**src/rtl/axil_pkg.sv**
```systemverilog
// axil_pkg
// Shared constants and state types for the AXI-lite register responder.
//   DATA_W      : bus data/address width (32)
//   AXIL_OKAY   : write response for a committed write
//   AXIL_ERR    : write response for status or out-of-range writes
//   wr_state_t  : write-channel FSM states
//   rd_state_t  : read-channel FSM states
package axil_pkg;

    localparam int DATA_W = 32;

    localparam logic AXIL_OKAY = 1'b0;
    localparam logic AXIL_ERR  = 1'b1;

    typedef enum logic [0:0] {
        W_IDLE = 1'b0,
        W_RESP = 1'b1
    } wr_state_t;

    typedef enum logic [0:0] {
        R_IDLE = 1'b0,
        R_DATA = 1'b1
    } rd_state_t;

endpackage

```
**src/rtl/axil_reg_slave_if.sv**
```systemverilog
// axil_reg_slave_if
// AXI-lite bus bundle between a software master and the register responder.
//   AW channel : awaddr, awvalid, awready
//   W channel  : wdata, wvalid, wready
//   B channel  : bvalid, bresp, bready
//   AR channel : araddr, arvalid, arready
//   R channel  : rdata, rvalid, rready
// Modports: master (drives requests) and slave (drives responses).
interface axil_reg_slave_if;
    import axil_pkg::*;

    logic [DATA_W-1:0] awaddr;
    logic              awvalid;
    logic              awready;
    logic [DATA_W-1:0] wdata;
    logic              wvalid;
    logic              wready;
    logic              bvalid;
    logic              bresp;
    logic              bready;
    logic [DATA_W-1:0] araddr;
    logic              arvalid;
    logic              arready;
    logic [DATA_W-1:0] rdata;
    logic              rvalid;
    logic              rready;

    modport master (
        output awaddr, awvalid, wdata, wvalid, bready, araddr, arvalid, rready,
        input  awready, wready, bvalid, bresp, arready, rdata, rvalid
    );

    modport slave (
        input  awaddr, awvalid, wdata, wvalid, bready, araddr, arvalid, rready,
        output awready, wready, bvalid, bresp, arready, rdata, rvalid
    );

endinterface

```
**src/rtl/axil_addr_dec.sv**
```systemverilog
// axil_addr_dec
// Combinational byte-address to register-word decoder.
//   addr     in  : 32-bit byte address (bits [1:0] ignored)
//   idx      out : word index, addr[IDX_W+1:2]
//   is_ctrl  out : address hits a RW control register
//   is_stat  out : address hits a RO status register
//   in_range out : upper address bits are zero and idx maps to a register
module axil_addr_dec
    import axil_pkg::*;
#(
    parameter int NUM_CTRL = 4,
    parameter int NUM_STAT = 4,
    parameter int IDX_W    = 4
) (
    input  logic [DATA_W-1:0] addr,
    output logic [IDX_W-1:0]  idx,
    output logic              is_ctrl,
    output logic              is_stat,
    output logic              in_range
);

    logic        upper_zero;
    logic [31:0] idx_ext;
    logic        unused_lsb;

    assign idx        = addr[IDX_W+1:2];
    assign idx_ext    = 32'(idx);
    // Any set bit above the index field aliases nothing, so it is out of range.
    assign upper_zero = (addr[DATA_W-1:IDX_W+2] == '0);
    assign in_range   = upper_zero && (idx_ext < 32'(NUM_CTRL + NUM_STAT));
    assign is_ctrl    = in_range && (idx_ext < 32'(NUM_CTRL));
    assign is_stat    = in_range && !is_ctrl;

    // Byte-lane bits carry no meaning for word-wide registers.
    assign unused_lsb = ^addr[1:0];

endmodule

```
**src/rtl/axil_reg_slave.sv**
```systemverilog
// axil_reg_slave
// AXI-lite responder exposing NUM_CTRL RW control registers followed by
// NUM_STAT RO status registers. One outstanding write, one outstanding read.
//   aclk        in  : clock
//   areset      in  : synchronous active-high reset
//   axi         -   : AXI-lite bus (slave modport of axil_reg_slave_if)
//   ctrl_o      out : control registers, register k at [32k+31:32k]
//   stat_i      in  : status inputs, sampled on the AR handshake
//   wr_pulse_o  out : (only with AXIL_REG_SLAVE_WPULSE_EN) one-cycle strobe per
//                     control register after a successful write commit
// Optional feature macro: AXIL_REG_SLAVE_WPULSE_EN
module axil_reg_slave
    import axil_pkg::*;
#(
    parameter int NUM_CTRL = 4,
    parameter int NUM_STAT = 4,
    parameter int IDX_W    = 4
) (
    input  logic                       aclk,
    input  logic                       areset,
    axil_reg_slave_if.slave            axi,
    output logic [NUM_CTRL*DATA_W-1:0] ctrl_o,
    input  logic [NUM_STAT*DATA_W-1:0] stat_i
`ifdef AXIL_REG_SLAVE_WPULSE_EN
    ,
    output logic [NUM_CTRL-1:0]        wr_pulse_o
`endif
);

    wr_state_t                  wr_state;
    rd_state_t                  rd_state;
    logic                       aw_held;
    logic                       w_held;
    logic [DATA_W-1:0]          aw_addr_q;
    logic [DATA_W-1:0]          wdata_q;
    logic                       bresp_q;
    logic [DATA_W-1:0]          rdata_q;
    logic [NUM_CTRL*DATA_W-1:0] ctrl_q;

    logic                       aw_hs;
    logic                       w_hs;
    logic                       ar_hs;
    logic                       commit;
    logic [DATA_W-1:0]          wr_addr_eff;
    logic [DATA_W-1:0]          wr_data_eff;
    logic [IDX_W-1:0]           wr_idx;
    logic                       wr_is_ctrl;
    logic                       wr_is_stat;
    logic                       wr_in_range;
    logic [IDX_W-1:0]           rd_idx;
    logic                       rd_is_ctrl;
    logic                       rd_is_stat;
    logic                       rd_in_range;
    logic [DATA_W-1:0]          rd_val;
    logic                       unused_dec;

    assign aw_hs = axi.awvalid && axi.awready;
    assign w_hs  = axi.wvalid && axi.wready;
    assign ar_hs = axi.arvalid && axi.arready;

    // A payload arriving this cycle is used directly so that AW and W landing
    // on the same edge (or the second of the pair landing) commits immediately.
    assign wr_addr_eff = aw_held ? aw_addr_q : axi.awaddr;
    assign wr_data_eff = w_held ? wdata_q : axi.wdata;
    assign commit      = (wr_state == W_IDLE) && (aw_held || aw_hs) && (w_held || w_hs);

    axil_addr_dec #(
        .NUM_CTRL (NUM_CTRL),
        .NUM_STAT (NUM_STAT),
        .IDX_W    (IDX_W)
    ) u_wr_dec (
        .addr     (wr_addr_eff),
        .idx      (wr_idx),
        .is_ctrl  (wr_is_ctrl),
        .is_stat  (wr_is_stat),
        .in_range (wr_in_range)
    );

    axil_addr_dec #(
        .NUM_CTRL (NUM_CTRL),
        .NUM_STAT (NUM_STAT),
        .IDX_W    (IDX_W)
    ) u_rd_dec (
        .addr     (axi.araddr),
        .idx      (rd_idx),
        .is_ctrl  (rd_is_ctrl),
        .is_stat  (rd_is_stat),
        .in_range (rd_in_range)
    );

    // Only control hits are writable; every other decode result is an error.
    assign unused_dec = wr_is_stat ^ wr_in_range ^ rd_in_range;

    // Write FSM: collect AW and W independently, commit once both are present,
    // then hold the B response until the master accepts it.
    always_ff @(posedge aclk) begin
        if (areset) begin
            wr_state  <= W_IDLE;
            aw_held   <= 1'b0;
            w_held    <= 1'b0;
            aw_addr_q <= '0;
            wdata_q   <= '0;
            bresp_q   <= AXIL_OKAY;
            ctrl_q    <= '0;
        end else begin
            case (wr_state)
                W_IDLE: begin
                    if (commit) begin
                        aw_held  <= 1'b0;
                        w_held   <= 1'b0;
                        bresp_q  <= wr_is_ctrl ? AXIL_OKAY : AXIL_ERR;
                        wr_state <= W_RESP;
                        for (int k = 0; k < NUM_CTRL; k++) begin
                            if (wr_is_ctrl && (wr_idx == IDX_W'(k))) begin
                                ctrl_q[k*DATA_W +: DATA_W] <= wr_data_eff;
                            end
                        end
                    end else begin
                        if (aw_hs) begin
                            aw_held   <= 1'b1;
                            aw_addr_q <= axi.awaddr;
                        end
                        if (w_hs) begin
                            w_held  <= 1'b1;
                            wdata_q <= axi.wdata;
                        end
                    end
                end
                W_RESP: begin
                    if (axi.bready) begin
                        wr_state <= W_IDLE;
                    end
                end
                default: wr_state <= W_IDLE;
            endcase
        end
    end

`ifdef AXIL_REG_SLAVE_WPULSE_EN
    // Strobe lines up with the first bvalid cycle of a successful write.
    always_ff @(posedge aclk) begin
        if (areset) begin
            wr_pulse_o <= '0;
        end else begin
            wr_pulse_o <= '0;
            if (commit && wr_is_ctrl) begin
                for (int k = 0; k < NUM_CTRL; k++) begin
                    if (wr_idx == IDX_W'(k)) begin
                        wr_pulse_o[k] <= 1'b1;
                    end
                end
            end
        end
    end
`endif

    // Read source mux; reads ctrl_q before any same-edge write lands.
    always_comb begin
        rd_val = '0;
        for (int k = 0; k < NUM_CTRL; k++) begin
            if (rd_is_ctrl && (rd_idx == IDX_W'(k))) begin
                rd_val = ctrl_q[k*DATA_W +: DATA_W];
            end
        end
        for (int j = 0; j < NUM_STAT; j++) begin
            if (rd_is_stat && (rd_idx == IDX_W'(NUM_CTRL + j))) begin
                rd_val = stat_i[j*DATA_W +: DATA_W];
            end
        end
    end

    // Read FSM: register the data on the AR handshake, hold it until rready.
    always_ff @(posedge aclk) begin
        if (areset) begin
            rd_state <= R_IDLE;
            rdata_q  <= '0;
        end else begin
            case (rd_state)
                R_IDLE: begin
                    if (ar_hs) begin
                        rdata_q  <= rd_val;
                        rd_state <= R_DATA;
                    end
                end
                R_DATA: begin
                    if (axi.rready) begin
                        rd_state <= R_IDLE;
                    end
                end
                default: rd_state <= R_IDLE;
            endcase
        end
    end

    assign axi.awready = (wr_state == W_IDLE) && !aw_held;
    assign axi.wready  = (wr_state == W_IDLE) && !w_held;
    assign axi.bvalid  = (wr_state == W_RESP);
    assign axi.bresp   = bresp_q;
    assign axi.arready = (rd_state == R_IDLE);
    assign axi.rvalid  = (rd_state == R_DATA);
    assign axi.rdata   = rdata_q;
    assign ctrl_o      = ctrl_q;

endmodule

```
**src/flat_wrapper.sv**
```systemverilog
// flat-port wrapper written by rule: the top's interface ports become plain ports
module axil_reg_slave_flat import axil_pkg::*;
#(
    parameter int NUM_CTRL = 4,
    parameter int NUM_STAT = 4,
    parameter int IDX_W    = 4
)
  (aclk, areset, ctrl_o, stat_i, axi_awaddr, axi_awvalid, axi_wdata, axi_wvalid, axi_bready, axi_araddr, axi_arvalid, axi_rready, axi_awready, axi_wready, axi_bvalid, axi_bresp, axi_arready, axi_rdata, axi_rvalid);
  axil_reg_slave_if axi_i ();
  input  logic aclk;
  input  logic areset;
  output logic [NUM_CTRL*DATA_W-1:0] ctrl_o;
  input  logic [NUM_STAT*DATA_W-1:0] stat_i;
  input wire logic [$bits(axi_i.awaddr)-1:0] axi_awaddr;
  input wire logic [$bits(axi_i.awvalid)-1:0] axi_awvalid;
  input wire logic [$bits(axi_i.wdata)-1:0] axi_wdata;
  input wire logic [$bits(axi_i.wvalid)-1:0] axi_wvalid;
  input wire logic [$bits(axi_i.bready)-1:0] axi_bready;
  input wire logic [$bits(axi_i.araddr)-1:0] axi_araddr;
  input wire logic [$bits(axi_i.arvalid)-1:0] axi_arvalid;
  input wire logic [$bits(axi_i.rready)-1:0] axi_rready;
  output wire logic [$bits(axi_i.awready)-1:0] axi_awready;
  output wire logic [$bits(axi_i.wready)-1:0] axi_wready;
  output wire logic [$bits(axi_i.bvalid)-1:0] axi_bvalid;
  output wire logic [$bits(axi_i.bresp)-1:0] axi_bresp;
  output wire logic [$bits(axi_i.arready)-1:0] axi_arready;
  output wire logic [$bits(axi_i.rdata)-1:0] axi_rdata;
  output wire logic [$bits(axi_i.rvalid)-1:0] axi_rvalid;
  assign axi_i.awaddr = axi_awaddr;
  assign axi_i.awvalid = axi_awvalid;
  assign axi_i.wdata = axi_wdata;
  assign axi_i.wvalid = axi_wvalid;
  assign axi_i.bready = axi_bready;
  assign axi_i.araddr = axi_araddr;
  assign axi_i.arvalid = axi_arvalid;
  assign axi_i.rready = axi_rready;
  assign axi_awready = axi_i.awready;
  assign axi_wready = axi_i.wready;
  assign axi_bvalid = axi_i.bvalid;
  assign axi_bresp = axi_i.bresp;
  assign axi_arready = axi_i.arready;
  assign axi_rdata = axi_i.rdata;
  assign axi_rvalid = axi_i.rvalid;
  axil_reg_slave #(.NUM_CTRL(NUM_CTRL), .NUM_STAT(NUM_STAT), .IDX_W(IDX_W)) u_core (.aclk(aclk), .areset(areset), .axi(axi_i), .ctrl_o(ctrl_o), .stat_i(stat_i));
endmodule
```
**config.mk**
```make
export PLATFORM = sky130hd
export DESIGN_NAME = axil_reg_slave_flat
export DESIGN_NICKNAME = d
export VERILOG_FILES = /design/src/rtl/axil_pkg.sv /design/src/rtl/axil_reg_slave_if.sv /design/src/rtl/axil_addr_dec.sv /design/src/rtl/axil_reg_slave.sv /design/src/flat_wrapper.sv
export SDC_FILE = /design/constraint.sdc
export NUM_CORES = 1
export LEC_CHECK = 0
export CORE_MARGIN = 2
export CORE_UTILIZATION = 50
export DETAILED_ROUTE_END_ITERATION = 10
export DONT_BUFFER_PORTS = 1
export PLACE_DENSITY_LB_ADDON = 0.3
export SYNTH_ARGS = -nofsm -noshare
export SYNTH_HDL_FRONTEND = slang
export SYNTH_SLANG_ARGS = --single-unit
```
**constraint.sdc**
```tcl
create_clock -name aclk -period 3.6 [get_ports aclk]
set_input_delay 0.36 -clock aclk [delete_from_list [all_inputs] [get_ports aclk]]
set_output_delay 0.36 -clock aclk [all_outputs]
set_load 0.03 [all_outputs]
```
After elaboration in Yosys (flattened, before gate mapping). Index checks and enable logic that the tools add are counted.

Word-level logic and storage cells: 95. Flip-flop bits (word level): 229. Output and inout port bits: 166. Input port bits: 231.

$lt $le $gt $ge: 4. Reduce and logical (&&, ||, !) cells: 45. Equality and inequality tests: 10. Mux-type cells: 21. Bitwise gates (word level): 3.

Operator list (count): $mux W32 (10); $logic_not A26 Y1 (2); $logic_and A1 B1 Y1 (24); $reduce_and A3 Y1 (6); $eq A4 B2 Y1 const B (4); $eq A4 B3 Y1 const B (4); $mux W1 (9); $eq A4 B1 Y1 const B (2); $logic_not A4 Y1 (2); $lt A4 B3 Y1 const B (2); $lt A4 B4 Y1 const B (2); $reduce_and A2 Y1 (4); $pmux W1 S2 (2); $reduce_bool A2 Y1 (2); $logic_not A1 Y1 (3); $not A1 Y1 (3); $logic_or A1 B1 Y1 (2).

Longest topological paths before layout. Gate-level depths: netlist (run 1).

Depth in word-level cells: 12. Mapped depth: 8. Mapped depth without buffers: 5.

Cells and area by module. Synthesis (run 1) repeated with hierarchy kept, for this count alone.

Cell total of the unflattened synthesis: 1232. Area total of the unflattened synthesis: 11065.6 um^2.

Modules (own cells, without submodules): axil_reg_slave (area each 10810.4 um^2, cells each 1194, times used 1, sequential area each 4584.4 um^2); axil_addr_dec (area each 127.6 um^2, cells each 19, times used 2, sequential area each 0.0 um^2).

Least setup slack after synthesis (run 1). OpenSTA, ideal clock, no wires.

Kind: register to register. Start point: register u_core.wr_state, in the netlist u_core.axi.bvalid. End point: register u_core.wdata_q[22]. Clock period less this slack: 2.051 ns. Library setup time: 0.070 ns. Arrival time: 1.980 ns. Setup slack: 1.549 ns. Data required time: 3.530 ns. Path buffers: 3. Cell stages (with the launch flop): 8. Cells stage by stage: dfxtp_1 > clkbuf_1 > nor2_1 > and3_1 > clkbuf_1 > clkbuf_1 > nand2_1 > a21oi_1.

Elaborated cells between the ends (all ways): 11. Those cells by class: bitwise (2); reduce/logical (9).

RTL lines: start: declaration (line axil_reg_slave.sv:30) `wr_state_t wr_state;`; start signal: assignment (line axil_reg_slave.sv:98) `wr_state <= W_IDLE;`; start signal: assignment (line axil_reg_slave.sv:112) `wr_state <= W_RESP;`; start signal: assignment (line axil_reg_slave.sv:131) `wr_state <= W_IDLE;`; $not A1 Y1 (no source line) *; $logic_and A1 B1 Y1 * (line axil_reg_slave.sv:196) `assign axi.wready = (wr_state == W_IDLE) && !w_held;`; via axi_wready (line flat_wrapper.sv:23) `output wire logic [$bits(axi_i.wready)-1:0] axi_wready;`; $logic_and A1 B1 Y1 * (line axil_reg_slave.sv:58) `assign w_hs = axi.wvalid && axi.wready;`; $logic_or A1 B1 Y1 (line axil_reg_slave.sv:65) `assign commit = (wr_state == W_IDLE) && (aw_held || aw_hs) && (w_held || w_hs);`; $logic_and A1 B1 Y1 (line axil_reg_slave.sv:65); $not A1 Y1 (no source line); $reduce_and A3 Y1 (no source line) *; end signal: assignment (line axil_reg_slave.sv:125) `wdata_q <= axi.wdata;`; end: declaration (line axil_reg_slave.sv:35) `logic [DATA_W-1:0] wdata_q;`.

Mark *: on every way through the listed nets, which the timed path passes. The rest lies on a longest branch. A chain may end at the register's enable or synchronous reset.

Final worst setup path (run 1).
Start point: register u_core.aw_held. End point: register u_core.ctrl_q[55], in the netlist u_core.ctrl_o[55].

Word-level cells in the longest chain between the ends: 7. Elaborated cells between the ends (all ways): 15. Those cells by class: order compare (2); eq/ne (1); mux (1); reduce/logical (11).

RTL lines: start: declaration (line axil_reg_slave.sv:32) `logic aw_held;`; start signal: assignment (line axil_reg_slave.sv:99) `aw_held <= 1'b0;`; start signal: assignment (line axil_reg_slave.sv:109) `aw_held <= 1'b0;`; start signal: assignment (line axil_reg_slave.sv:120) `aw_held <= 1'b1;`; parallel branches: the longest is 6 deep, another holds $lt A4 B4 Y1; $reduce_and A3 Y1 (no source line) *; end signal: indexed assignment (line axil_reg_slave.sv:115) `ctrl_q[k*DATA_W +: DATA_W] <= wr_data_eff;`; end: declaration (line axil_reg_slave.sv:38) `logic [NUM_CTRL*DATA_W-1:0] ctrl_q;`.

Every way passes the cells marked *.

==> results of run 1 <==
[path summary, 6_finish.rpt]
path,from,to,slack [ns],cells past startpoint
hold / removal,axi_bready,u_core.axi.bvalid,0.03,3
hold reg to reg,u_core.wdata_q[7],u_core.wdata_q[7],0.45,2
setup reg to reg,u_core.aw_held,u_core.ctrl_o[55],0.98,6
setup / recovery,u_core.aw_held,u_core.ctrl_o[55],0.98,6
[kinds of logic after synthesis]
| family | count (synthesis) | share of synthesized area, % |
|---|---|---|
| AND/OR/NAND/NOR | 457 | 21.04 |
| multiplexers | 230 | 24.07 |
| flip-flops | 227 | 40.92 |
| AO/OA/AOI/OAI | 176 | 9.634 |
| buffers and inverters | 99 | 4.338 |
[cell usage after synthesis]
cell and number:
sky130_fd_sc_hd__buf_6 12, sky130_fd_sc_hd__nor4_1 13, sky130_fd_sc_hd__nand4_4 4, sky130_fd_sc_hd__nor4b_1 1
sky130_fd_sc_hd__nor2_1 47, sky130_fd_sc_hd__clkbuf_1 63, sky130_fd_sc_hd__mux2_2 36, sky130_fd_sc_hd__inv_1 6
sky130_fd_sc_hd__nand2_1 188, sky130_fd_sc_hd__dfxtp_1 227, sky130_fd_sc_hd__nor4_2 1, sky130_fd_sc_hd__buf_1 2
sky130_fd_sc_hd__nand3_1 12, sky130_fd_sc_hd__or2_2 32, sky130_fd_sc_hd__nor4b_2 1, sky130_fd_sc_hd__nor3_2 1
sky130_fd_sc_hd__a211oi_1 9, sky130_fd_sc_hd__a22oi_1 6, sky130_fd_sc_hd__o32ai_1 2, sky130_fd_sc_hd__and4_1 1
sky130_fd_sc_hd__nor3_1 8, sky130_fd_sc_hd__o21ai_0 32, sky130_fd_sc_hd__a311oi_1 1, sky130_fd_sc_hd__and3_1 3
sky130_fd_sc_hd__o22ai_1 26, sky130_fd_sc_hd__a22oi_4 1, sky130_fd_sc_hd__o211ai_1 6, sky130_fd_sc_hd__a21oi_1 67
sky130_fd_sc_hd__nand4_1 2, sky130_fd_sc_hd__a31o_4 1, sky130_fd_sc_hd__and2_1 2, sky130_fd_sc_hd__mux4_2 26
sky130_fd_sc_hd__nor2b_1 7, sky130_fd_sc_hd__or4_1 1, sky130_fd_sc_hd__a211o_1 1, sky130_fd_sc_hd__mux2i_1 168
sky130_fd_sc_hd__nand4b_1 2, sky130_fd_sc_hd__o31ai_1 24, sky130_fd_sc_hd__buf_2 16, sky130_fd_sc_hd__nand2b_1 131
[layout make-up]
class	instances	area, µm²
timing repair buffer	78	790.8
clock buffer	38	785.8
clock inverter	9	85.08
sequential	227	4546
fill	1952	9143
tap	280	350.3
inverter	6	22.52
antenna	6	15.01
multi-input combinational	863	6086
[power by group]
part	leakage (nW)	switching [mW]	internal [mW]	total, mW
clock network	0.437	1.08	1.58	2.66
registers	1.84	0.0448	2.56	2.60
logic	2.99	0.238	0.231	0.469
total	5.27	1.36	4.37	5.73
[timing repair]
action                                 CTS  global route
endpoints found under the hold margin   73             0
hold buffers                            65             0
resized for setup                        0             0
[stage by stage]
step / utilization, % / setup WS [ns]
6_report: 58.11 / 0.9776
5_1_grt: 58.10 / 0.8019
4_1_cts: 58.04 / 0.9460
3_5_place_dp: 50.99 / 0.9699
3_3_place_gp: 50.99 / 1.034
2_1_floorplan: - / 1.549
[routing by layer]
layer,vias up,track usage [%],wire length (µm)
li1,4179,-,-
met1,4280,36.01,14070
met2,348,48.00,16790
met3,82,8.818,2995
met4,6,10.98,1340
met5,-,0,30
[sequential cells by signal, summed over array words and instances (netlist names)]
signal             count
u_core.wdata_q        32
u_core.axi.rdata      32
u_core.aw_held         1
u_core.aw_addr_q      30
u_core.w_held          1
u_core.ctrl_o        128
u_core.axi.rvalid      1
u_core.axi.bvalid      1
u_core.axi.bresp       1
[worst min-delay path, cell delays in order]
cell and delay (ns):
sky130_fd_sc_hd__inv_1 0.03, sky130_fd_sc_hd__a21oi_1 0.05, sky130_fd_sc_hd__nor2_1 0.08
==> results.md, run 1 <==
Outcome:
- The run finished with clean final reports.

Floorplan:
- 397 I/O pins were placed.
- The area of the die is 0.02342 mm².
- The initialized floorplan defines 54 standard-cell rows.
- For this configuration, the core starts out at a cell density of between 50% and 60%.
- In this run the vertical extent of the chip is between 150 and 200 µm.
- Measured along the x axis, the die boundary spans 153.0 µm.
- The core box area is 0.02182 mm².

Global route:
- The number of global-route vias before repair is 8899.
- The wire length of the first global-routing pass is 53.47 mm.
- The initial antenna violation count is 9.
- Global routing finished with a remaining overflow of 0.
- The global routing usage summed across all routing layers is about 29%.
- Entering global routing, the biggest net connects between 150 and 200 pins.

Finish:
- From synthesis to final layout, the design area changed by 14.20%.
- The layout net count is 1433.
- The most frequent standard cell in the layout excluding fill and tap cells is sky130_fd_sc_hd__dfxtp_1.
- Once layout is complete, the cells apart from fillers number 1507.
- The fraction of layout instances using a drive strength above 1 is 13.43%.
- The finished cells cover 0.01268 mm².
- In the layout the commonest cells are 226 x sky130_fd_sc_hd__dfxtp_1, 188 x sky130_fd_sc_hd__nand2_1, 168 x sky130_fd_sc_hd__mux2i_1.

Synth:
- Synthesis inferred around 230 register bits.
- By area the synthesized netlist is led by sky130_fd_sc_hd__dfxtp_1 41%, sky130_fd_sc_hd__mux2i_1 15%, sky130_fd_sc_hd__nand2b_1 7.4%, sky130_fd_sc_hd__nand2_1 6.4%, sky130_fd_sc_hd__mux4_2 5.3%.
- In this run, distinct cell masters in the synthesized netlist total 40.
- The sequential share of the synthesized area is between 40 and 50%.
- The synthesized netlist occupies a cell area of 0.01110 mm².
- The fraction of synthesized cell area taken by the top area cell type is 40.92%.
- Dividing the synthesized area by the synthesized cell count gives 9.339 µm².
- The yosys synthesis warning count is 0.
- Synthesis handed over a netlist of 1189 instances.
- The synthesized design spends more area on one cell type than any other, namely sky130_fd_sc_hd__dfxtp_1.
- The number of nets in the synthesized netlist is 1420.

STA:
- The worst path uses between 70 and 80% of the clock period.
- The maximum achievable frequency is around 0.38 GHz.
- Measured against its own limit, the worst slew margin works out to 27.48%.
- The sum of negative setup slack is 0 ns.
- The count of final setup violators is 0.
- The total count of max-transition violations in the final report is 0.
- Setup repair after global routing left no endpoint under its margin.
- The worst path in the final design needs a cycle of between 2 and 3 ns, including I/O delays and setup.
- The number of endpoints with negative hold slack in the final report is 0.
- The worst clock skew on the final layout is ~0.022 ns.
- For the pin with the worst max-slew slack, the measured transition is 1.087 ns.
- The minimum hold slack is 0.02569 ns.

Worst setup path:
- The largest single stage delay on the critical path is 0.64 ns.
- The combined buffer and inverter count along the critical path is 1.
- The master of the slowest instance on the critical path is sky130_fd_sc_hd__dfxtp_1.
- STA puts the critical path data arrival time at 3.03 ns.
- Traced cell by cell, the critical path runs through nor4b_2, nand4_1, a22oi_4, nand4_4, buf_12, mux2i_1.
- The dominant delay contributor by cell family on the critical path is simple AND/OR/NAND/NOR gates.
- The required time of the critical path is 4.01 ns.
- The sort of element at the end of the critical path is a flip-flop.
- The worst setup path is launched from a flip-flop.
- Along the worst path, the maximum fanout reaches 20.
- The type of the setup path with the least slack is reg2reg.

Detailed routing:
- In the routed design, unresolved DRC markers number 0.
- The number of detailed-route iterations in the first pass is 7.
- After detailed routing, the average wire length per cell comes to ~23 µm.
- After detailed routing, the total wire length is 35.23 mm.
- The ratio of routed vias to standard cells is 5.902.
- The first routing iteration left between 600 and 700 violations.
- The number of vias after detailed routing is 8895.
- The count of nets left with antenna violations once routing finished came out at 0.

Pwr:
- The reported leakage power is 5.266 nW.
- The largest voltage drop on the vdd net is 374.8 µV.
- The power per cell area is ~450 mW/mm².
- The total chip power is 5.728 mW.

Clocking:
- Buffers added to address setup during post-CTS repair amount to 0.
- The root cell of the clock tree is sky130_fd_sc_hd__clkbuf_16.
- The CTS sink count is 227.
- The maximum buffer depth of the clock tree is 3.
- The CTS clock-pin slew for the worst setup and hold paths is 0.06 ns.
- The clock reaches the later pin of the worst-skew pair after 0.54 ns.
- The maximum level of the CTS H-tree is 1.
- TritonCTS built the clock tree.
- The total clock buffers created by CTS is 26.

Flow run:
- Across the run, the number of max-cap violations was 0.

Placement:
- The HPWL reported at the end of detailed placement is 23.88 mm.
- The placement-stage cell area is between 0.01 and 0.015 mm².
- The number of cells in the design after placement is 1389.
- Port buffering added 0 buffers.
- Routability-driven placement finished with a final weighted congestion of 0.8583.

Worst hold path:
- In this run the worst hold path is classified as in2reg.
(Power assumes the default switching activity.)
==> inputs of run 2 (changes only) <==
clock period = 2.2 ns   (was 3.6 ns; I/O delays follow)
==> results.md, run 2 (same netlist as run 1, synthesis figures left out) <==
Finish:
- The fraction of layout instances using a drive strength above 1 is 13.77% (was 13.43%).
- The final cell area excluding filler cells was 0.01376 mm² (was 0.01268 mm²).
- The most frequent standard cell in the layout excluding fill and tap cells is sky130_fd_sc_hd__dfxtp_1 (unchanged).
- The layout net count is 1542 (was 1433).
- The layout overhead on the synthesized area is 23.92% (was 14.20%).
- The share of the core filled with cells in the final layout came to 63.05% (was 58.11%).
- The sequential cell area in the final layout is 0.004552 mm² (was 0.004546 mm²).
- The area taken by multi-input logic gates is 0.006100 mm² (was 0.006086 mm²).
- The number of flip-flops in the largest register was 128 (unchanged).
- The count of filler cells inserted in the layout is 1762 (was 1952).
- Top library cells by usage in the layout, fill and taps aside: 221 x sky130_fd_sc_hd__dfxtp_1, 188 x sky130_fd_sc_hd__nand2_1, 168 x sky130_fd_sc_hd__mux2i_1 (was 226 x sky130_fd_sc_hd__dfxtp_1, 188 x sky130_fd_sc_hd__nand2_1, 168 x sky130_fd_sc_hd__mux2i_1).

Outcome:
- Status: finished clean (unchanged).

Floorplan:
- The number of core rows came to 54 (unchanged).
- The starting density of the core is 50.88% (unchanged).
- The horizontal die dimension was 153.0 µm (unchanged).
- The vertical extent of the die is 153.0 µm (unchanged).
- The area of the die is 0.02342 mm² (unchanged).
- The core box area was 0.02182 mm² (unchanged).
- The number of top-level pins was 397 (unchanged).

Global route:
- The largest net degree at the start of global routing is 167 (was 165).
- The global routing usage summed across all routing layers was 30.87% (was 29.14%).
- The initial antenna violation count is 3 (was 9).
- The wire length of the first global-routing pass was 57.06 mm (was 53.47 mm).
- The number of global-route vias before repair is 9603 (was 8899).
- The total congestion overflow is 0 (unchanged).

Worst setup path:
- The worst-path maximum fanout is 3 (was 20).
- The startpoint class of the critical path is a flip-flop (unchanged).
- The required time of the critical path is 2.66 ns (was 4.01 ns).
- Critical-path cell list: a22oi_1, o211ai_1, nand3_1, a211oi_1, dlygate4sd3_1 (was nor4b_2, nand4_1, a22oi_4, nand4_4, buf_12, mux2i_1).
- The type of the setup path with the least slack was reg2reg (unchanged).
- The master of the slowest instance on the critical path is sky130_fd_sc_hd__dfxtp_1 (unchanged).
- The arrival time at the worst endpoint is 2.55 ns (was 3.03 ns).
- The sort of element at the end of the critical path is a flip-flop (unchanged).
- The longest individual stage delay on the worst path came to 0.57 ns (was 0.64 ns).

Placement:
- The placement-stage cell area is 0.01130 mm² (was 0.01113 mm²).
- The post-placement setup slack is 0.1135 ns (was 0.9699 ns).
- The HPWL reported at the end of detailed placement is 23.96 mm (was 23.88 mm).
- The placer congestion estimate is 0.8979 (was 0.8583).
- The number of I/O port buffers was 0 (unchanged).

Pwr:
- The reported leakage power is 5.875 nW (was 5.266 nW).
- The power per cell area is 669.7 mW/mm² (was 451.7 mW/mm²).
- The net switching power of the design is 2.216 mW (was 1.360 mW).
- The internal power is 6.999 mW (was 4.368 mW).
- The net switching share of the total power is 24.05% (was 23.74%).
- The share of total power in the clock network is 43.6% (was 46.4%).
- The total chip power is 9.215 mW (was 5.728 mW).
- The share of power burned in registers is 46.1% (was 45.4%).
- The largest voltage drop on the vdd net is 559.6 µV (was 374.8 µV).
- The part of the total power dissipated in combinational logic came to 10.2% (was 8.2%).

Detailed routing:
- The number of DRC violations after detailed routing is 0 (unchanged).
- The post-route antenna net violation count is 0 (unchanged).
- The final wirelength was 37.72 mm (was 35.23 mm).
- The number of vias after detailed routing is 9496 (was 8895).
- The final routed wire length divided by cell count is 23.39 µm (was 23.37 µm).
- The DRC marker count from the first detailed-route iteration is 684 (was 602).
- The number of detailed-route iterations in the first pass is 5 (was 7).
- The ratio of routed vias to standard cells is 5.887 (was 5.902).

Clocking:
- The root cell of the clock tree is sky130_fd_sc_hd__clkbuf_16 (unchanged).
- The CTS sink count came to 227 (unchanged).
- The clock insertion delay at the later pin of the skew report is 0.53 ns (was 0.54 ns).
- The CTS clock-pin slew for the worst setup and hold paths was 0.06 ns (about the same).
- The maximum level of the CTS H-tree is 1 (unchanged).
- The maximum buffer depth of the clock tree was 3 (unchanged).
- The clock tree from TritonCTS was done (unchanged).
- The total clock buffers created by CTS is 25 (was 26).

Flow run:
- The number of violations of the max-capacitance limit is 0 (unchanged).

STA:
- RSZ-0062 raised after global routing: false (unchanged).
- The remaining max-slew budget at the tightest pin is 58.63% (was 27.48%).
- The total count of max-transition violations in the final report was 0 (unchanged).
- The maximum achievable frequency was 0.4779 GHz (was 0.3813 GHz).
- The slack of the critical path is 0.1074 ns (was 0.9776 ns).
- The fraction of the cycle the final worst path needs is 95.12% (was 72.85%).
- The number of endpoints with negative hold slack in the final report is 0 (unchanged).
- The count of final setup violators is 0 (unchanged).
- The worst clock skew on the final layout is 0.01984 ns (was 0.02211 ns).
- The sum of negative setup slack is 0 ns (unchanged).
- The slew at the pin closest to its max-slew limit is 0.6190 ns (was 1.087 ns).
- The final critical path time including I/O delays and setup came to 2.093 ns (was 2.622 ns).

Worst hold path:
- The class of the most critical hold timing path is in2reg (unchanged).
==> run 2: changes by cell type in the layout (fill, tap and decap cells not counted), sizes merged <==
cell,delta
bufinv,-1
dlygate4sd3,+93
inv,+1
buf,+16
diode,-2
clkbuf,+3
clkinv,-4
==> run 2: area by class of cell <==
type                       count  area share [%]
clock inverter                 5          0.2364
timing repair buffer         188           14.11
inverter                       6          0.1637
sequential                   227           33.08
clock buffer                  40           5.465
antenna                        4         0.07274
multi-input combinational    863           44.33
tap                          280           2.546
==> run 2: worst paths after layout <==
check | start | to | slack, ns | cells past startpoint
setup / recovery | u_core.ctrl_o[27] | u_core.axi.rdata[27] | 0.11 | 5
hold / removal | areset | u_core.ctrl_o[102] | 0.04 | 2
hold reg to reg | u_core.wdata_q[5] | u_core.wdata_q[5] | 0.45 | 2
setup reg to reg | u_core.ctrl_o[27] | u_core.axi.rdata[27] | 0.11 | 5
==> run 2: power groups by stage <==
stage	Sequential [mW]	Combinational, mW	Clock, mW
floorplan	4.33	0.624	0
global placement	4.33	0.671	0
detailed placement	4.34	0.680	0
CTS	4.25	0.913	4.09
global route	4.26	1.02	4.22
finish	4.25	0.944	4.02
==> run 2: through the flow <==
step	hold slack, ns	std cells
floorplan	0.3190	1189
global placement	0.3233	1404
detailed placement	0.3268	1404
CTS	0.0006982	1607
global route	0.01715	1611
finish	0.03918	1613
==> run 2: timing repair <==
item | in CTS | in global routing
hold endpoints to repair | 226 | 0
buffers inserted | 0 | 1
setup endpoints to repair | 0 | 174
resized for setup | 0 | 10
hold buffers | 158 | 0
==> run 2: critical path, delay by kind of cell, from the launching register on <==
| family | cells | cell delay (ns) |
|---|---|---|
| AO/OA/AOI/OAI | 3 | 0.76 |
| buffers and inverters | 1 | 0.57 |
| flip-flops | 1 | 0.57 |
| AND/OR/NAND/NOR | 1 | 0.13 |
==> run 2: layer usage <==
metal  share of wire [%]  GRT usage, %  vias to the layer above
met4                 4.1         11.38                        0
met2                  49         51.64                      396
met3                 7.2         7.372                       82
met5                   0             0                        -
met1                  40         38.86                     4626
li1                    -             -                     4392
==> inputs of run 3 (changes only) <==
CORE_AREA = 2 2 153 155   (was default)
CORE_MARGIN = default   (was 2)
CORE_UTILIZATION = default   (was 50)
DIE_AREA = 0 0 155 157   (was default)
GPL_TIMING_DRIVEN = 0   (was default)
==> results.md, run 3 (same netlist as run 1, synthesis figures left out) <==
Outcome:
- Status: finished clean (unchanged).

Global route:
- The met1 routing resource usage after global routing came to 36.36% (was 38.86%).
- The total congestion overflow was 0 (unchanged).
- The number of global-route vias before repair was 9605 (was 9603).
- The layer with the highest usage is met2 (unchanged).
- The met3 track demand over resource is 10.13% (was 7.372%).
- The initial antenna violation count is 4 (was 3).
- The global routing usage summed across all routing layers is 31.85% (was 30.87%).
- The largest net degree at the start of global routing is 13 (was 167).
- The wire length of the first global-routing pass is 58.78 mm (was 57.06 mm).
- The met2 track utilization from global routing is 56.47% (was 51.64%).

Flow run:
- The number of violations of the max-capacitance limit is 0 (unchanged).

STA:
- The maximum achievable frequency is 0.4791 GHz (was 0.4779 GHz).
- The slack of the critical path is 0.1128 ns (was 0.1074 ns).
- RSZ-0062 raised after global routing: false (unchanged).
- The total count of max-transition violations in the final report is 0 (unchanged).
- The worst clock skew on the final layout is 0.01378 ns (was 0.01984 ns).
- The remaining max-slew budget at the tightest pin is 36.22% (was 58.63%).
- The slew at the pin closest to its max-slew limit is 0.9568 ns (was 0.6190 ns).
- The final critical path time including I/O delays and setup is 2.087 ns (was 2.093 ns).
- The minimum hold slack is 0.05459 ns (was 0.03918 ns).
- The count of final setup violators is 0 (unchanged).
- The fraction of the cycle the final worst path needs is 94.87% (was 95.12%).
- The number of endpoints with negative hold slack in the final report is 0 (unchanged).
- The sum of negative setup slack is 0 ns (unchanged).

Worst setup path:
- The source of the critical timing path is areset (was u_core.ctrl_o[27]).
- The number of cells on the worst reg-to-reg path is 5 (unchanged).
- The master of the slowest instance on the critical path is sky130_fd_sc_hd__clkbuf_1 (was sky130_fd_sc_hd__dfxtp_1).
- Critical-path cell list: clkbuf_1, clkbuf_1, clkbuf_2, nor3_1, dlygate4sd3_1 (was a22oi_1, o211ai_1, nand3_1, a211oi_1, dlygate4sd3_1).
- The reg-to-reg setup timing slack is 0.18 ns (was 0.11 ns).
- The required time of the critical path is 2.60 ns (was 2.66 ns).
- The source of the worst register-to-register timing path was u_core.axi.bvalid (was u_core.ctrl_o[27]).
- The path length in cells of the critical path is 5 (unchanged).
- In this design, the critical path's most frequently occurring cell is sky130_fd_sc_hd__clkbuf_1.
- The dominant delay contributor by cell family on the critical path is buffers and inverters (was compound AO/OA/AOI/OAI gates).
- The type of the setup path with the least slack is in2reg (was reg2reg).
- The sort of element at the end of the critical path is a flip-flop (unchanged).
- The worst setup path endpoint is u_core.aw_held (was u_core.axi.rdata[27]).
- The startpoint class of the critical path is an input port (was flip-flop).
- The combined buffer and inverter count along the critical path is 4 (was 1).
- The worst-path maximum fanout came to 10 (was 3).
- The longest individual stage delay on the worst path came to 0.58 ns (was 0.57 ns).
- The arrival time at the worst endpoint is 2.48 ns (was 2.55 ns).
- The critical register-to-register path endpoint is u_core.ctrl_o[98] (was u_core.axi.rdata[27]).

Finish:
- The area taken by multi-input logic gates is 0.006095 mm² (was 0.006100 mm²).
- The layout net count is 1543 (was 1542).
- The most frequent standard cell in the layout excluding fill and tap cells is sky130_fd_sc_hd__dfxtp_1 (unchanged).
- The layout overhead on the synthesized area is 19.34% (was 23.92%).
- The sequential cell area in the final layout is 0.004544 mm² (was 0.004552 mm²).
- The number of flip-flops in the largest register is 128 (unchanged).
- Top library cells by usage in the layout, fill and taps aside: 227 x sky130_fd_sc_hd__dfxtp_1, 188 x sky130_fd_sc_hd__nand2_1, 168 x sky130_fd_sc_hd__mux2i_1 (was 221 x sky130_fd_sc_hd__dfxtp_1, 188 x sky130_fd_sc_hd__nand2_1, 168 x sky130_fd_sc_hd__mux2i_1).
- The post-route non-filler standard cell count is 1616 (was 1613).
- The fraction of layout instances using a drive strength above 1 is 13.42% (was 13.77%).
- The count of filler cells inserted in the layout is 1950 (was 1762).

Detailed routing:
- The ratio of routed vias to standard cells is 5.910 (was 5.887).
- The number of DRC violations after detailed routing is 0 (unchanged).
- The number of vias after detailed routing is 9550 (was 9496).
- The DRC marker count from the first detailed-route iteration is 612 (was 684).
- The post-route antenna net violation count is 0 (unchanged).
- The final wirelength came to 40.05 mm (was 37.72 mm).
- The number of detailed-route iterations in the first pass is 5 (unchanged).
- The final routed wire length divided by cell count came to 24.78 µm (was 23.39 µm).

Pwr:
- The reported leakage power was 5.510 nW (was 5.875 nW).
- The net switching share of the total power is 24.69% (was 24.05%).
- The share of total power in the clock network is 43.9% (was 43.6%).
- The power per cell area was 707.3 mW/mm² (was 669.7 mW/mm²).
- The total chip power is 9.373 mW (was 9.215 mW).
- The internal power came to 7.059 mW (was 6.999 mW).
- The share of power burned in registers was 45.3% (was 46.1%).
- The net switching power of the design is 2.314 mW (was 2.216 mW).
- The part of the total power dissipated in combinational logic was 10.7% (was 10.2%).
- The largest voltage drop on the vdd net was 576.8 µV (was 559.6 µV).

Clocking:
- The root cell of the clock tree is sky130_fd_sc_hd__clkbuf_16 (unchanged).
- The clock insertion delay at the later pin of the skew report was 0.52 ns (was 0.53 ns).
- The CTS clock-pin slew for the worst setup and hold paths was 0.06 ns (about the same).
- The clock tree from TritonCTS is done (unchanged).
- The total clock buffers created by CTS is 25 (unchanged).
- The maximum buffer depth of the clock tree is 3 (unchanged).
- The maximum level of the CTS H-tree is 1 (unchanged).
- The CTS sink count is 227 (unchanged).

Placement:
- The post-placement setup slack was -0.7324 ns (was 0.1135 ns).
- The number of cells in the design after placement was 1474 (was 1404).
- The placer congestion estimate was 0.9036 (was 0.8979).
- The HPWL reported at the end of detailed placement came to 30.31 mm (was 23.96 mm).
- The number of I/O port buffers is 0 (unchanged).

Floorplan:
- The vertical extent of the die was 157 µm (was 153.0 µm).
- The core box area is 0.02250 mm² (was 0.02182 mm²).
- The number of top-level pins is 397 (unchanged).
- The number of core rows is 55 (was 54).
- The horizontal die dimension is 155 µm (was 153.0 µm).
- The area of the die is 0.02434 mm² (was 0.02342 mm²).
- The starting density of the core came to 49.35% (was 50.88%).

Worst hold path:
- The class of the most critical hold timing path was in2reg (unchanged).
==> run 3: cell types whose count changed in the layout (fill, tap and decap cells not counted), moves of 7 or more <==
cell	before	now
sky130_fd_sc_hd__buf_12	8	1
sky130_fd_sc_hd__buf_6	0	12
sky130_fd_sc_hd__buf_4	21	2
sky130_fd_sc_hd__buf_2	0	16
sky130_fd_sc_hd__dlygate4sd3_1	157	93
sky130_fd_sc_hd__clkbuf_2	0	7
sky130_fd_sc_hd__clkbuf_1	8	62
==> run 3: worst min-delay path by stage <==
stage | depth (start not counted) | startpoint | slack [ns] | to
final | 3 | axi_wdata[10] | 0.05 | u_core.ctrl_o[106]
after global routing | 3 | axi_wdata[6] | 0.07 | u_core.ctrl_o[70]
after CTS | 4 | stat_i[72] | 0.04 | u_core.axi.rdata[8]
after detailed placement | 1 | axi_rready | 0.33 | u_core.axi.rvalid
after global placement | 1 | axi_rready | 0.32 | u_core.axi.rvalid
after floorplan | 1 | axi_rready | 0.32 | u_core.axi.rvalid
==> run 3: through the flow <==
stage                     instance area (µm²)  utilization (%)
final                                   13250            58.89
after global routing                    13240            58.85
after CTS                               13190            58.63
after detailed placement                11460            50.93
after global placement                  11460            50.93
after floorplan                         11100                -
==> run 3: what timing repair did <==
| item | 4_1_cts | 5_1_grt |
|---|---|---|
| hold buffers | 93 | 0 |
| pin swaps | 0 | 2 |
| buffers inserted | 0 | 3 |
| setup endpoints to repair | 188 | 71 |
| endpoints found under the hold margin | 91 | 0 |
| gates resized for setup | 4 | 13 |
| gates cloned | 0 | 0 |
==> run 3: area by class of cell <==
cell class	count	share of cell area, %
Sequential cell	227	34.29
Antenna cell	5	0.09442
Multi-Input combinational cell	863	45.99
Clock inverter	6	0.6326
Clock buffer	35	5.306
Buffer	93	3.531
Timing Repair Buffer	96	7.289
Tap cell	285	2.691
Inverter	6	0.1700
==> run 3: routing by layer <==
layer / routed length [µm] / share of wire [%]
met5: 12 / 0.030
met4: 1379 / 3.4
met3: 3729 / 9.3
met2: 19730 / 49
met1: 15200 / 38
==> run 3: power by group through the flow <==
| stage | logic (mW) | registers [mW] | clock network [mW] |
|---|---|---|---|
| 2_1_floorplan | 0.624 | 4.33 | 0 |
| 3_3_place_gp | 0.835 | 4.34 | 0 |
| 3_5_place_dp | 0.847 | 4.34 | 0 |
| 4_1_cts | 0.994 | 4.25 | 4.15 |
| 5_1_grt | 1.09 | 4.26 | 4.34 |
| 6_report | 1.01 | 4.25 | 4.12 |
==> run 3: worst register-to-register path, delay by kind of cell (launching register included) <==
family / cells / cell delay [ns]
buf+inv: 2 / 0.51
mux: 1 / 0.14
flops: 1 / 0.41
simple gates: 2 / 0.85
